**src/rtl/irq_pending_capture.sv**
```systemverilog
// irq_pending_capture
// Request-capture front end for the 16-line priority encoder. Raw request levels are
// synchronised and edge-detected. Rising edges are latched into a sticky pending
// register that the encoder sees through the mask. An acknowledge carrying the
// encoder's index clears the serviced bit. A rise that lands on a line which is
// already pending, and is not being serviced in the same cycle, is reported as an
// overflow. The first overflowing index is kept until the flag is cleared.

module irq_pending_capture #(
    parameter int N_REQ   = 16,
    parameter int SYNC_ST = 2
) (
    input  logic             clk,
    input  logic             rst_n,
    input  logic             ena,
    input  logic [N_REQ-1:0] req_in,
    input  logic [N_REQ-1:0] mask_in,
    output logic [N_REQ-1:0] pending_out,
    input  logic [7:0]       enc_idx,
    input  logic             ack_in,
    output logic             irq_out,
    output logic             ovf_out,
    output logic [3:0]       ovf_idx,
    input  logic             ovf_clr
);

    // Returns the index of the highest set bit. Used so that the highest line wins
    // when several lines overflow in the same cycle.
    function automatic logic [3:0] msb_index(input logic [N_REQ-1:0] vec);
        logic [3:0] idx;
        idx = 4'd0;
        for (int i = 0; i < N_REQ; i++) begin
            if (vec[i]) begin
                idx = i[3:0];
            end else begin
                idx = idx;
            end
        end
        return idx;
    endfunction

    // Synchroniser chain: stage 0 samples the raw pins and stage SYNC_ST-1 is the
    // settled level.
    logic [SYNC_ST-1:0][N_REQ-1:0] sync_q;
    logic [SYNC_ST-1:0][N_REQ-1:0] sync_d;

    // Edge history. It follows the settled level every cycle, even with ena low, so
    // that edges seen while disabled are consumed and never replayed.
    logic [N_REQ-1:0] hist_q;
    logic [N_REQ-1:0] hist_d;

    logic [N_REQ-1:0] pending_q;
    logic [N_REQ-1:0] pending_d;

    logic             irq_q;
    logic             irq_d;
    logic             ovf_q;
    logic             ovf_d;
    logic [3:0]       ovf_idx_q;
    logic [3:0]       ovf_idx_d;

    logic [N_REQ-1:0] s_last_s;
    logic [N_REQ-1:0] rise_s;
    logic             ack_hit_s;
    logic [N_REQ-1:0] ack_vec_s;
    logic [N_REQ-1:0] ovf_evt_s;

    // Shift the raw request levels one stage deeper into the synchroniser.
    always_comb begin
        sync_d = {sync_q[SYNC_ST-2:0], req_in};
    end

    // Edge detection on the settled level.
    always_comb begin
        s_last_s = sync_q[SYNC_ST-1];
        hist_d   = s_last_s;
        rise_s   = s_last_s & ~hist_q;
    end

    // Decode the acknowledge. An index with a non-zero upper nibble (including the
    // 8'hF0 "none" code) is ignored entirely.
    always_comb begin
        ack_hit_s = ack_in & ena & (enc_idx[7:4] == 4'd0);
        ack_vec_s = {N_REQ{1'b0}};
        if (ack_hit_s) begin
            ack_vec_s[enc_idx[3:0]] = 1'b1;
        end else begin
            ack_vec_s = {N_REQ{1'b0}};
        end
    end

    // Compute the next pending vector. A new rise overrides a same-cycle clear, so
    // a fresh request is never lost to the acknowledge of its predecessor.
    always_comb begin
        pending_d = pending_q;
        ovf_evt_s = {N_REQ{1'b0}};
        if (ena) begin
            pending_d = (pending_q & ~ack_vec_s) | rise_s;
            ovf_evt_s = rise_s & pending_q & ~ack_vec_s;
        end else begin
            pending_d = pending_q;
            ovf_evt_s = {N_REQ{1'b0}};
        end
    end

    // Compute the next overflow flag and index. The first index is kept while the
    // flag is up. A clear arriving together with a new overflow yields to the new
    // overflow, and the index is reloaded from that event.
    always_comb begin
        ovf_d     = ovf_q;
        ovf_idx_d = ovf_idx_q;
        if (ena) begin
            if (|ovf_evt_s) begin
                ovf_d = 1'b1;
                if (!ovf_q || ovf_clr) begin
                    ovf_idx_d = msb_index(ovf_evt_s);
                end else begin
                    ovf_idx_d = ovf_idx_q;
                end
            end else if (ovf_clr) begin
                ovf_d     = 1'b0;
                ovf_idx_d = 4'd0;
            end else begin
                ovf_d     = ovf_q;
                ovf_idx_d = ovf_idx_q;
            end
        end else begin
            ovf_d     = ovf_q;
            ovf_idx_d = ovf_idx_q;
        end
    end

    // The interrupt line follows the masked pending vector, registered one cycle later.
    always_comb begin
        irq_d = |(pending_q & mask_in);
    end

    // State registers. Reset is asynchronous and clears everything, including the
    // edge history. A line held high through reset release is therefore a new request.
    always_ff @(posedge clk or negedge rst_n) begin
        if (!rst_n) begin
            sync_q    <= {(SYNC_ST*N_REQ){1'b0}};
            hist_q    <= {N_REQ{1'b0}};
            pending_q <= {N_REQ{1'b0}};
            irq_q     <= 1'b0;
            ovf_q     <= 1'b0;
            ovf_idx_q <= 4'd0;
        end else begin
            sync_q    <= sync_d;
            hist_q    <= hist_d;
            pending_q <= pending_d;
            irq_q     <= irq_d;
            ovf_q     <= ovf_d;
            ovf_idx_q <= ovf_idx_d;
        end
    end

    assign pending_out = pending_q & mask_in;
    assign irq_out     = irq_q;
    assign ovf_out     = ovf_q;
    assign ovf_idx     = ovf_idx_q;

endmodule

```
**config.mk**
```make
export PLATFORM = sky130hd
export DESIGN_NAME = irq_pending_capture
export DESIGN_NICKNAME = d
export VERILOG_FILES = /design/src/rtl/irq_pending_capture.sv
export SDC_FILE = /design/constraint.sdc
export NUM_CORES = 1
export LEC_CHECK = 0
export ABC_AREA = 1
export BUFFER_PORTS_ARGS = -buffer_cell sky130_fd_sc_hd__clkbuf_2
export CORE_ASPECT_RATIO = 1.75
export CORE_UTILIZATION = 43
export DETAILED_ROUTE_END_ITERATION = 16
export PLACE_DENSITY = 0.66
export SLEW_MARGIN = 20
export SYNTH_ARGS = -nofsm -noshare
export SYNTH_HDL_FRONTEND = slang
export SYNTH_SLANG_ARGS = --single-unit
```
**constraint.sdc**
```tcl
create_clock -name clk -period 2.3 [get_ports clk]
set_clock_uncertainty 0.15 [all_clocks]
set_input_delay 0.115 -clock clk [delete_from_list [all_inputs] [get_ports clk]]
set_output_delay 0.115 -clock clk [all_outputs]
set_load 0.02 [all_outputs]
```
### Yosys cells after proc, flatten, opt, wreduce, memory -nomap -nowiden

Cells that the tools add are included.

| storage, ports and cells | value |
|---|---|
| word-level logic and storage cells | 53 |
| bits of input ports | 45 |
| bits in registers | 70 |
| output and inout port bits | 22 |

| cells by class | value |
|---|---|
| mux-type cells | 24 |
| reductions and logical operators | 9 |
| magnitude comparators | 2 |
| equality and inequality tests | 1 |
| bitwise gates (word level) | 10 |

Operators with widths:

| operator | count |
|---|---|
| $and 16x16->16 | 5 |
| $mux 4 | 17 |
| $mux 16 | 2 |
| $not 16->16 | 2 |
| $reduce_or 16->1 | 2 |
| $or 16x16->16 | 1 |
| $lt 4x5->1 const B | 1 |
| $demux 1 s4 | 1 |
| $ge 4x1->1 const B | 1 |
| $logic_not 4->1 | 1 |
| $mux 1 | 4 |
| $reduce_and 3->1 | 1 |
| $and 1x1->1 | 2 |
| $ne 2x1->1 const B | 1 |
| $reduce_and 2->1 | 1 |
| $reduce_bool 2->1 | 1 |
| $logic_and 1x1->1 | 1 |
| $logic_not 1->1 | 1 |
| $logic_or 1x1->1 | 1 |

### Depth between registers and ports, before layout

| logic depth | value |
|---|---|
| depth after elaboration | 25 |
| gate-level depth with buffers | 22 |
| depth with buffers taken out | 21 |

### Least setup slack after synthesis

OpenSTA, ideal clock, no wires.

| timing | value |
|---|---|
| path type | input to register |
| start | input port ena |
| end | register ovf_idx_q[0], in the netlist ovf_idx[0] |
| library setup time | 0.116 ns |
| path buffers | 1 |
| required time | 2.034 ns |
| setup slack | 0.557 ns |
| cell stages on the path | 15 |
| arrival | 1.477 ns |
| path through | buf_4 nand2_2 inv_2 nand3_4 nor2_4 nand2_1 nand2_1 or2_4 nand2_4 nor2_4 nand4_2 a21oi_4 inv_2 nand2_1 nand2_1 |

| between the ends | value |
|---|---|
| word-level cells in the longest chain between the ends | 23 |
| elaborated cells on any way between the ends | 27 |
| those cells by class | eq/ne (1); mux (19); bitwise (4); reduce/logical (3) |

Ends and longest elaborated chain:

| element | RTL line | RTL |
|---|---|---|
| start: declaration | 15 | `input logic ena,` |
| $and 1x1->1 (2 in a row) | 83 | `ack_hit_s = ack_in & ena & (enc_idx[7:4] == 4'd0);` |
| $mux 16 | 85 | `if (ack_hit_s) begin` |
| $not 16->16 | 99 | `ovf_evt_s = rise_s & pending_q & ~ack_vec_s;` |
| $and 16x16->16 | 99 |  |
| $mux 16 | 97 | `if (ena) begin` |
| $mux 1 | 33 | `if (vec[i]) begin` |
| $mux 4 (14 in a row) | 33 |  |
| $mux 4 | 115 | `if (!ovf_q \|\| ovf_clr) begin` |
| $mux 4 | 113 | `if (\|ovf_evt_s) begin` |
| end signal: assignment | 154 | `ovf_idx_q <= ovf_idx_d;` |
| end: declaration | 59 | `logic [3:0] ovf_idx_q;` |

Parallel ways exist; a longest one is shown, timed or not. The select of a mux whose other input is x is not followed.
A chain may end at the register's enable or synchronous reset.

### Worst setup path after layout

| timing | value |
|---|---|
| start | register hist_q[2] |
| end | register ovf_idx_q[0], in the netlist ovf_idx[0] |

| between the ends | value |
|---|---|
| word-level cells in the longest chain between the ends | 21 |
| elaborated cells on any way between the ends | 25 |
| those cells by class | eq/ne (1); mux (17); bitwise (4); reduce/logical (3) |

Ends and longest elaborated chain:

| element | RTL line | RTL |
|---|---|---|
| start: declaration | 49 | `logic [N_REQ-1:0] hist_q;` |
| start signal: assignment | 143 | `hist_q <= {N_REQ{1'b0}};` |
| start signal: assignment | 150 | `hist_q <= hist_d;` |
| $not 16->16 (*) | 77 | `rise_s = s_last_s & ~hist_q;` |
| $and 16x16->16 (*) | 77 |  |
| $and 16x16->16 (*) (2 in a row) | 99 |  |
| $mux 16 (*) | 97 |  |
| $mux 4 (14 in a row) | 33 |  |
| $mux 4 | 115 |  |
| $mux 4 | 113 |  |

Mark *: on every way between the ends. The rest lies on a longest branch, timed or not. The select of a mux whose other input is x is not followed.

==> results <==
- Entering global routing, the biggest net connects 28 pins.
- The static leakage power is approximately 1.9 nW.
- For hold timing, the worst endpoint is irq_out.
- The number of buffers added by the clock tree synthesis step is 9.
- In this run the register-to-register setup slack is 480 ps.
- The later pin in the worst-skew pair is clocked with a latency of 340 ps.
- CTS placed an instance of sky130_fd_sc_hd__clkbuf_8 at the clock tree root.
- Derived from the worst setup path, the maximum achievable clock frequency is approximately 550 MHz.
- The post-synthesis net count is 324.
- The antenna cell count is 0.
- In this run the count of I/O pins placed on the die edge is 67.
- Synthesis instantiated 33 different standard cells from the library.
- The share of layout cells above drive strength 1 is 0.294.
- In this run the core area contains 38 standard-cell rows.
- The run finished with clean final reports.
- The number of synthesis warnings is 0.
- For this run, the register share of the synthesized area comes to 0.633.
- Max-cap violations in this run came to 0.
- For the worst flop-to-flop path, the logic depth is 20.
- The number of H-tree levels is 3.
- The wire length of the first global-routing pass is 9000 µm.
- The residual DRC count is 0.
- sky130_fd_sc_hd__dfrtp_1 takes more of the synthesized area than any other cell.
- For this configuration, the core starts out at a cell density of 0.447.
- Data arrives at the worst endpoint at 1890 ps.
- Counting instances, the worst hold path has a depth of 5.
- The path class of the tightest hold or removal check is input port to flop.
- The detailed router placed 2134 vias in this run.
- Counting flops with an async set or reset pin after synthesis yields a share of 1.00.
- The via count of the first global-routing pass is 2132.
- In the routed layout, each cell is associated on average with a via count of 4.60.
- The startpoint identified for the worst register-to-register timing path is hist_q[2].
- The clock passes through at most 2 buffers.
- The register bit count reported by yosys is 70.
- The number of pins with negative max-slew slack in the final report is 0.
- The post-DP HPWL is 4060 µm.
- The share of the synthesized area in the top cell type is 0.633.
- The mean cell area of the mapped netlist is 9.91 µm².
- The peak supply drop is 0.000447 V.
- The number of sinks driven by the clock tree is 70.
- The post-route minimum period is 1820 ps.
- Along the worst path, the maximum fanout reaches 2.
- Dividing the detail-routed wire length by the instance count gives roughly 11 µm.
- The critical path class is flop to flop.
- Power spread over the standard cell area amounts to 712 nW/µm².
- Dividing the final minimum period by the clock period gives 0.790.
- The number of endpoints with negative hold slack in the final report is 0.
- The post-cts sizing count is 0.
- After routing, the total negative slack on setup checks comes to 0 ps.
- Post-CTS timing repair inserted 0 buffers for setup.
- For this block, the initial DRC count from the detailed router was a little over 70.
- Sorting the synthesized cells by area gives the leading types as sky130_fd_sc_hd__dfrtp_1 (63%), sky130_fd_sc_hd__nand2_1 (12%), sky130_fd_sc_hd__inv_1 (3.8%).
- Setup repair after global routing left no endpoint under its margin.
- The startpoint of the lowest-slack hold path is mask_in[2].
- The total congestion overflow is 0.
- The post-layout utilization of the core is 0.585.
- Measured along the x axis, the die boundary spans 62.6 µm.
- The area growth from synthesis to layout is 30.7%.
- In the global route stage, overall resource usage came out at 0.179.
- The area of the die is 6770 µm².
- In the synthesized netlist the dominant register cell turns out to be sky130_fd_sc_hd__dfrtp_1.
- The endpoint identified for the worst register-to-register timing path is ovf_idx[0].
- The netlist area before placement is 2770 µm².
- The count of final setup violators is 0.
- The number of synthesized flops with an enable pin is 0.
- Headroom to the max-slew limit came out at 0.654.
- The routed wire length is 5330 µm.
- At the end of routability-driven placement, the weighted congestion stood at around 0.85.
- The height of the die is 108 µm.
- TritonCTS built the clock tree.
- The clock-pin slew reported for the worst setup and hold paths after clock tree synthesis is 70 ps.
- STA classifies the critical path endpoint as a flop.
- The first detailed-routing pass ran for 4 iterations.
- At the pin with the least slew margin, the transition time is 515 ps.
- At the worst endpoint, the required time is 2370 ps.
- After technology mapping, the gate count stands at 279.
- The layout has roughly 570 filler cells.
- The timing startpoint of the critical path is hist_q[2].
- The number of buffer cells added on primary ports is 66.
- The worst setup path is launched from a flop.
- In this run the remaining antenna-violating nets after routing total 0.
- The core region area is 6180 µm².
- The net count of the finished layout is 424.
- The number of antenna violations at the first check in global routing is 0.
[cells in the mapped netlist (2+ instances only)]
cell type                  instances
sky130_fd_sc_hd__inv_1            28
sky130_fd_sc_hd__nand4_1           4
sky130_fd_sc_hd__inv_2             2
sky130_fd_sc_hd__nor2_4            4
sky130_fd_sc_hd__or2_2             6
sky130_fd_sc_hd__nor4_1            4
sky130_fd_sc_hd__nor3_1            2
sky130_fd_sc_hd__nand3_1           6
sky130_fd_sc_hd__nor2_1           24
sky130_fd_sc_hd__a21boi_1          2
sky130_fd_sc_hd__nand2_4           2
sky130_fd_sc_hd__nand2_2           5
sky130_fd_sc_hd__nand3b_1          4
sky130_fd_sc_hd__o21ai_1           3
sky130_fd_sc_hd__nand2_1          91
sky130_fd_sc_hd__o21ai_0           6
sky130_fd_sc_hd__dfrtp_1          70
[flip-flops by register name, summed over array words and instances (netlist names)]
signal,cells
sync_d,16
irq_out,1
pending_q,16
ovf_idx,4
ovf_out,1
hist_d,16
hist_q,16
[cells in the final DEF, fill, tap and decap left out, types with 4 or more instances in the layout]
cell / Yosys / routed
sky130_fd_sc_hd__nand4_1: 4 / 4
sky130_fd_sc_hd__inv_1: 28 / 28
sky130_fd_sc_hd__nor2_4: 4 / 4
sky130_fd_sc_hd__buf_4: 1 / 4
sky130_fd_sc_hd__clkbuf_2: 0 / 65
sky130_fd_sc_hd__nand2_1: 91 / 91
sky130_fd_sc_hd__dlygate4sd3_1: 0 / 21
sky130_fd_sc_hd__nor4_1: 4 / 4
sky130_fd_sc_hd__or2_2: 6 / 6
sky130_fd_sc_hd__nand2_2: 5 / 5
sky130_fd_sc_hd__dfrtp_1: 70 / 70
sky130_fd_sc_hd__nand3_1: 6 / 6
sky130_fd_sc_hd__clkbuf_8: 0 / 9
sky130_fd_sc_hd__nor2_1: 24 / 24
sky130_fd_sc_hd__nand3b_1: 4 / 4
sky130_fd_sc_hd__o21ai_0: 6 / 6
[critical path: stages (launching register included)]
cell and delay (ps):
sky130_fd_sc_hd__dfrtp_1 370, sky130_fd_sc_hd__nor2_1 100, sky130_fd_sc_hd__nand2_1 70, sky130_fd_sc_hd__nor2_1 90
sky130_fd_sc_hd__o21ai_1 110, sky130_fd_sc_hd__nand2_1 80, sky130_fd_sc_hd__nand2_1 50, sky130_fd_sc_hd__nand2_1 50
sky130_fd_sc_hd__nand2_1 50, sky130_fd_sc_hd__nand2_1 50, sky130_fd_sc_hd__nand2_1 50, sky130_fd_sc_hd__nand2_1 50
sky130_fd_sc_hd__nand2_1 50, sky130_fd_sc_hd__nand2_1 60, sky130_fd_sc_hd__nand2_1 50, sky130_fd_sc_hd__nand2_1 50
sky130_fd_sc_hd__nand2_1 50, sky130_fd_sc_hd__nand2_1 50, sky130_fd_sc_hd__nand2_1 40, sky130_fd_sc_hd__nand2_1 50
sky130_fd_sc_hd__nand2_1 40
[per-layer routing]
metal / track usage / vias up / share of wire
li1: - / 1072 / -
met1: 0.196 / 985 / 0.41
met2: 0.302 / 57 / 0.51
met3: 0.0464 / 20 / 0.040
met4: 0.125 / 0 / 0.046
met5: 0 / - / 0
[worst max-delay path by stage]
| stage | end | slack [ps] | cells after the start |
|---|---|---|---|
| floorplan | ovf_idx[0] | 560 | 15 |
| global placement | ovf_idx[0] | 260 | 13 |
| detailed placement | ovf_idx[0] | 240 | 13 |
| CTS | irq_out | 490 | 5 |
| global route | ovf_idx[0] | 260 | 20 |
| finish | ovf_idx[0] | 480 | 20 |
[power breakdown]
part | switching [mW] | total [mW] | leakage (nW) | internal [mW]
Combinational | 0.192 | 0.324 | 1.03 | 0.132
Clock | 0.429 | 0.928 | 0.100 | 0.499
Sequential | 0.0281 | 1.32 | 0.767 | 1.29
Total | 0.650 | 2.57 | 1.90 | 1.92
[final cells by class]
| type | count | area, µm² | area share |
|---|---|---|---|
| flip-flops and latches | 70 | 1750 | 0.485 |
| multi-input cells | 177 | 890 | 0.246 |
| repair buffers | 91 | 571 | 0.158 |
| clock buffers | 10 | 128 | 0.0353 |
| inverters | 30 | 113 | 0.0312 |
| well taps | 80 | 100 | 0.0277 |
| clock inverters | 6 | 62.6 | 0.0173 |
[kinds of logic after synthesis]
kind of cell | count (synthesis) | share of synthesized area
compound gates | 16 | 0.0385
buf+inv | 32 | 0.0448
flops | 70 | 0.633
simple gates | 161 | 0.283
[through the flow]
| step | cell area [µm²] | total power [mW] | hold WS [ps] | instances | setup slack [ps] |
|---|---|---|---|---|---|
| 6_report | 3610 | 2.57 | 18.2 | 464 | 484 |
| 5_1_grt | 3610 | 2.70 | 38.9 | 464 | 258 |
| 4_1_cts | 3610 | 2.61 | 4.60 | 464 | 487 |
| 3_5_place_dp | 3210 | 1.65 | -86.6 | 427 | 244 |
| 3_3_place_gp | 3210 | 1.64 | -87.6 | 427 | 264 |
| 2_1_floorplan | 2770 | 1.51 | -331 | 279 | 557 |
[what timing repair did]
action | 4_1_cts | 5_1_grt
endpoints found under the setup margin | 0 | 0
hold buffers | 21 | 0
endpoints found under the hold margin | 50 | 0
(Power assumes the default switching activity.)
